**src/rtl/dv16_pkg.sv**
```systemverilog
// Shared definitions for the dv16 32/16 restoring divider.
package dv16_pkg;

  localparam int DV_AW   = 32;
  localparam int DV_BW   = 16;
  localparam int DV_ITER = 16;

  typedef enum logic [1:0] {
    IDLE = 2'd0,
    RUN  = 2'd1,
    FIX  = 2'd2,
    DONE = 2'd3
  } dv_state_t;

endpackage

```
**src/rtl/dv16_dvstep.sv**
```systemverilog
// One restoring-division iteration: shift in a dividend bit, trial-subtract the divisor.
module dvstep
  import dv16_pkg::*;
(
  input  logic [DV_BW:0]   rem_in,
  input  logic [DV_BW-1:0] divisor,
  input  logic             bit_in,
  output logic [DV_BW:0]   rem_out,
  output logic             qbit
);

  logic [DV_BW+1:0] shifted;
  logic [DV_BW+1:0] diff;

  // The partial remainder is always below the divisor, so one extra bit absorbs the
  // shift and the top bit of the difference is the borrow.
  assign shifted = {rem_in, bit_in};
  assign diff    = shifted - {2'b00, divisor};
  assign qbit    = ~diff[DV_BW+1];
  assign rem_out = qbit ? diff[DV_BW:0] : shifted[DV_BW:0];

endmodule

```
**src/rtl/dv16.sv**
```systemverilog
// dv16: 32-bit by 16-bit signed/unsigned restoring divider, 16 iterations per result.
//
// state | meaning
// IDLE  | waiting for start
// RUN   | one quotient bit per cycle, cnt counts 0..15
// FIX   | apply signs / overflow check; early-exit results (b=0 or
//       | quotient too wide) also pass through here for one cycle so
//       | done lands one edge after acceptance
// DONE  | done pulse; a start here is accepted immediately
module dv16
  import dv16_pkg::*;
(
  input  logic             sys_clk,
  input  logic             resetl,
  input  logic [DV_AW-1:0] a,
  input  logic [DV_BW-1:0] b,
  input  logic             sign,
  input  logic             start,
  output logic             busy,
  output logic             done,
  output logic [DV_BW-1:0] q,
  output logic [DV_BW-1:0] r,
  output logic             dz,
  output logic             ovf
);

  dv_state_t        state;
  logic [3:0]       cnt;
  logic [DV_BW-1:0] dvd;
  logic [DV_BW-1:0] qacc;
  logic [DV_BW-1:0] bmag;
  logic [DV_BW:0]   rem;
  logic [DV_BW:0]   rem_nxt;
  logic             qbit;
  logic             sgn_l;
  logic             neg_q;
  logic             neg_r;
  logic             early;
  logic             early_dz;

  logic [DV_AW-1:0] amag_c;
  logic [DV_BW-1:0] bmag_c;
  logic             b_zero;
  logic             too_big;
  logic [DV_BW-1:0] q_fix;
  logic [DV_BW-1:0] r_fix;
  logic             ovf_fix;

  assign amag_c  = (sign && a[DV_AW-1]) ? -a : a;
  assign bmag_c  = (sign && b[DV_BW-1]) ? -b : b;
  assign b_zero  = (b == '0);
  // Upper dividend half not below the divisor means the magnitude quotient needs 17+ bits.
  assign too_big = (amag_c[DV_AW-1:DV_BW] >= bmag_c);

  dvstep u_step (
    .rem_in  (rem),
    .divisor (bmag),
    .bit_in  (dvd[DV_BW-1]),
    .rem_out (rem_nxt),
    .qbit    (qbit)
  );

  // Sign application and signed-range overflow check on the magnitude result.
  always_comb begin
    q_fix   = qacc;
    r_fix   = rem[DV_BW-1:0];
    ovf_fix = 1'b0;
    if (sgn_l) begin
      if (neg_q) begin
        if (qacc > 16'h8000) ovf_fix = 1'b1;
        else                 q_fix   = -qacc;
      end else if (qacc > 16'h7FFF) begin
        ovf_fix = 1'b1;
      end
      if (neg_r) r_fix = -rem[DV_BW-1:0];
    end
    if (ovf_fix) begin
      q_fix = 16'hFFFF;
      r_fix = 16'h0000;
    end
  end

  // Control FSM, datapath registers and registered outputs.
  always_ff @(posedge sys_clk or negedge resetl) begin
    if (!resetl) begin
      state    <= IDLE;
      cnt      <= 4'd0;
      dvd      <= '0;
      qacc     <= '0;
      bmag     <= '0;
      rem      <= '0;
      sgn_l    <= 1'b0;
      neg_q    <= 1'b0;
      neg_r    <= 1'b0;
      early    <= 1'b0;
      early_dz <= 1'b0;
      busy     <= 1'b0;
      done     <= 1'b0;
      q        <= '0;
      r        <= '0;
      dz       <= 1'b0;
      ovf      <= 1'b0;
    end else begin
      case (state)
        IDLE, DONE: begin
          done <= 1'b0;
          if (start) begin
            sgn_l <= sign;
            neg_q <= sign & (a[DV_AW-1] ^ b[DV_BW-1]);
            neg_r <= sign & a[DV_AW-1];
            bmag  <= bmag_c;
            dvd   <= amag_c[DV_BW-1:0];
            cnt   <= 4'd0;
            if (b_zero) begin
              early    <= 1'b1;
              early_dz <= 1'b1;
              qacc     <= 16'hFFFF;
              rem      <= {1'b0, a[DV_BW-1:0]};
              state    <= FIX;
            end else if (too_big) begin
              early    <= 1'b1;
              early_dz <= 1'b0;
              qacc     <= 16'hFFFF;
              rem      <= '0;
              state    <= FIX;
            end else begin
              early    <= 1'b0;
              early_dz <= 1'b0;
              qacc     <= '0;
              rem      <= {1'b0, amag_c[DV_AW-1:DV_BW]};
              busy     <= 1'b1;
              state    <= RUN;
            end
          end else begin
            state <= IDLE;
          end
        end
        RUN: begin
          rem  <= rem_nxt;
          dvd  <= {dvd[DV_BW-2:0], 1'b0};
          qacc <= {qacc[DV_BW-2:0], qbit};
          cnt  <= cnt + 4'd1;
          if (cnt == 4'(DV_ITER - 1)) state <= FIX;
        end
        FIX: begin
          busy  <= 1'b0;
          done  <= 1'b1;
          state <= DONE;
          if (early) begin
            q   <= qacc;
            r   <= rem[DV_BW-1:0];
            dz  <= early_dz;
            ovf <= ~early_dz;
          end else begin
            q   <= q_fix;
            r   <= r_fix;
            dz  <= 1'b0;
            ovf <= ovf_fix;
          end
        end
        default: state <= IDLE;
      endcase
    end
  end

endmodule
```
**config.mk**
```make
export PLATFORM = sky130hd
export DESIGN_NAME = dv16
export DESIGN_NICKNAME = d
export VERILOG_FILES = /design/src/rtl/dv16_pkg.sv /design/src/rtl/dv16_dvstep.sv /design/src/rtl/dv16.sv
export SDC_FILE = /design/constraint.sdc
export NUM_CORES = 1
export LEC_CHECK = 0
export CAP_MARGIN = 10
export CELL_PAD_IN_SITES_DETAIL_PLACEMENT = 0
export CELL_PAD_IN_SITES_GLOBAL_PLACEMENT = 1
export CORE_UTILIZATION = 47
export CTS_BUF_LIST = sky130_fd_sc_hd__clkbuf_4 sky130_fd_sc_hd__clkbuf_8 sky130_fd_sc_hd__clkbuf_16
export CTS_CLUSTER_DIAMETER = 40
export DETAILED_ROUTE_END_ITERATION = 10
export PLACE_DENSITY_LB_ADDON = 0.1
export SYNTH_ARGS = -nofsm -noshare
export SYNTH_HDL_FRONTEND = slang
export SYNTH_SLANG_ARGS = --single-unit
```
**constraint.sdc**
```tcl
create_clock -name sys_clk -period 5.2 [get_ports sys_clk]
set_clock_uncertainty 0.1 [all_clocks]
set_input_delay 0.78 -clock sys_clk [delete_from_list [all_inputs] [get_ports sys_clk]]
set_output_delay 0.78 -clock sys_clk [all_outputs]
set_load 0.02 [all_outputs]
```
==> results.ini <==
[outcome]
status=finished clean

[power]
power_leakage_uw=0.003835
peakVddDrop_mv=0.2465
power.density_nw_per_um2=656.1

[floorplanning]
chipHeight_um=130.7
start_util=0.4850
fp.dieArea_um2=17090
rows=46
die_w_um=130.7
coreArea_um2=16060
pin_count=88

[cells_and_area]
area_growth_pct=17.65
layout-drive-gt1-share=0.06592
layout.nets=1074
mostFrequentLayoutCells=dfrtp_1 (112), nand2_1 (99), clkdlybuf4s50_1 (86)
n_antenna_cell=0
final_common_cell=dfrtp_1
fillers=1413

[placed_design]
hpwlAfterDp_um=17040
pre_cts_slack_ps=184.2
io_buffers=87
place_congestion=0.9029

[worst_setup_path]
worstPathCellList=clkdlybuf4s50_1 -> nor3_1 -> buf_4 -> nand4_1 -> nor2_1 -> a21oi_1 -> xor2_1 -> ha_1 -> a21o_1 -> a211o_1 -> a41oi_1 -> o31a_1 -> o21a_2 -> buf_4 -> a221oi_2 -> nor3_1
r2r_end=rem[1]
setup.worst_path.end=rem[8]
cp_slowest_cell=clkdlybuf4s50_1
crit_path_max_fanout=14
crit_cells=16
critPathMaxStageDelay_ps=530
crit_type=in -> reg
rr_startpoint=rem[5]
r2r_slack_ps=1730
reg2reg_depth=9
cp_data_arrival_time_ps=4860
crit_family=compound AO/OA/AOI/OAI gates
critPathBufInv=3
cp-startpoint=a[7]
crit_path_start_kind=primary input
cp-end-kind=flip-flop
timing.critical_path.required_ps=5370

[clocking]
path_clk_slew_ps=80
clockRootBuffer=clkbuf_16
cts_num_sinks=112
cts_resized=0
htreeDepth=3
cts_tree=built
cts.path.max_buffers=2
hold_buffers=0
post_cts_buffers=0
worstSkewPairLatency_ps=360
cts_buffers=9

[synth]
synth_area_um2=7789
synth-seq-cells=112
synth_area_per_cell_um2=8.522
synth.distinct_cells=71
synth_top_area_share=0.3598
seq_area_frac_synth=0.3598
ys_warn_count=0
synthArstFlopShare=1.000
synth_nets=1007
synth_edf_count=0
ys.flop_type=dfrtp_1
synthCells=914
yosys.area.top_type=dfrtp_1
synth_area_leaders=dfrtp_1 (36%), ha_1 (6.4%), xnor2_1 (5.1%)

[drt]
viasPerCell=5.844
drcViolationCount=0
finalWirelength_um=22300
post_drt_wl_per_cell_um=18.55
drt_iter0_drc=479
final_antenna_net_count=0
drt_pass1_iterations=4
vias=7024

[flow_run]
cap_violations=0

[global_routing]
grtUsageTotal=0.2772
grt_first_pass_wirelength_um=36090
grt_pass1_vias=6680
antenna_found_initial=0
grt-ovfl-total=0
grt_max_degree=71

[sta]
period_needed_ps=4694
worstMarginPinSlew_ps=1040
rsz0062_at_grt=false
fin_tns_setup_ps=0
worst_slack_ps=505.9
fmaxAchievable_mhz=213.0
setup_violations=0
hold_viol=0
slew_headroom=0.3067
post-route-period-util=0.9027
slew_viol_final=0

[worst_hold_path]
hold_start=r[15]
min_path_type=reg -> reg

## final cells by class
| type | count | area, um^2 | share of cell area |
|---|---|---|---|
| timing repair buffer | 104 | 996.0 | 0.1087 |
| multi-input combinational | 714 | 4626 | 0.5048 |
| sequential | 112 | 2803 | 0.3058 |
| clock buffer | 9 | 225.2 | 0.02458 |
| clock inverter | 7 | 93.84 | 0.01024 |
| tap | 216 | 270.3 | 0.02949 |
| inverter | 40 | 150.1 | 0.01638 |
## flip-flops by register name, summed over array words and instances (netlist names), 2 cells and up
name / flops
qacc: 16
cnt: 4
rem: 17
bmag: 16
r: 16
dvd: 16
q: 16
state: 2
## per-stage QoR
stage               hold WS [ps]  cells  utilization  cell area (um^2)  power (uW)
floorplan                  349.8    914            -              7789        4145
global placement           362.6   1186       0.5508              8845        5205
detailed placement         368.7   1186       0.5508              8845        5276
CTS                        387.3   1202       0.5707              9164        6022
global route               410.5   1202       0.5707              9164        6511
finish                     383.5   1202       0.5707              9164        6012
## routing by layer
| layer | global-route usage | wire length [um] |
|---|---|---|
| met5 | 0 | 0 |
| met1 | 0.3831 | 10460 |
| met2 | 0.4485 | 10350 |
| met4 | 0.09263 | 504 |
| met3 | 0.03542 | 979 |
## where the power goes
part           leakage, uW  total (uW)  internal [uW]  switching (uW)
Combinational      0.00230        3550           1460            2100
Clock             0.000154         730            352             378
Sequential         0.00138        1730           1290             440
Total              0.00383        6010           3100            2910
## cells in the mapped netlist, types with 5 or more instances
library cell	instances
dfrtp_1	112
o41ai_1	6
nand2b_1	12
a21o_1	13
nor2b_1	8
buf_1	6
xnor2_1	45
o2bb2ai_1	8
nor2_1	80
clkbuf_1	35
a221oi_1	7
o31ai_1	5
a31oi_1	8
a221oi_2	8
mux2i_1	5
a211oi_1	14
o211ai_1	12
a21oi_1	55
ha_1	40
o21ai_0	76
inv_1	39
nand3_1	38
o22a_1	12
nor3_1	25
and2_1	5
nand2_1	99
or3_1	12
xor2_1	31
nand4_1	10
mux2_2	5
nor4_1	9
## logic make-up after synthesis
| kind of cell | share of synthesized area |
|---|---|
| AO/OA/AOI/OAI | 0.2238 |
| XOR/XNOR | 0.08546 |
| adder cells (fa/ha/maj) | 0.06683 |
| buffers and inverters | 0.04707 |
| flip-flops | 0.3598 |
| multiplexers | 0.01365 |
| AND/OR/NAND/NOR | 0.2034 |
## worst min path at each step
stage / end / slack, ps / cells past startpoint
2_1_floorplan: bmag[10] / 350 / 2
3_3_place_gp: r[14] / 360 / 1
5_1_grt: r[8] / 410 / 1
4_1_cts: r[12] / 390 / 1
6_report: r[15] / 380 / 1
3_5_place_dp: r[12] / 370 / 1
Note: power is estimated with default switching activity, not from simulation.
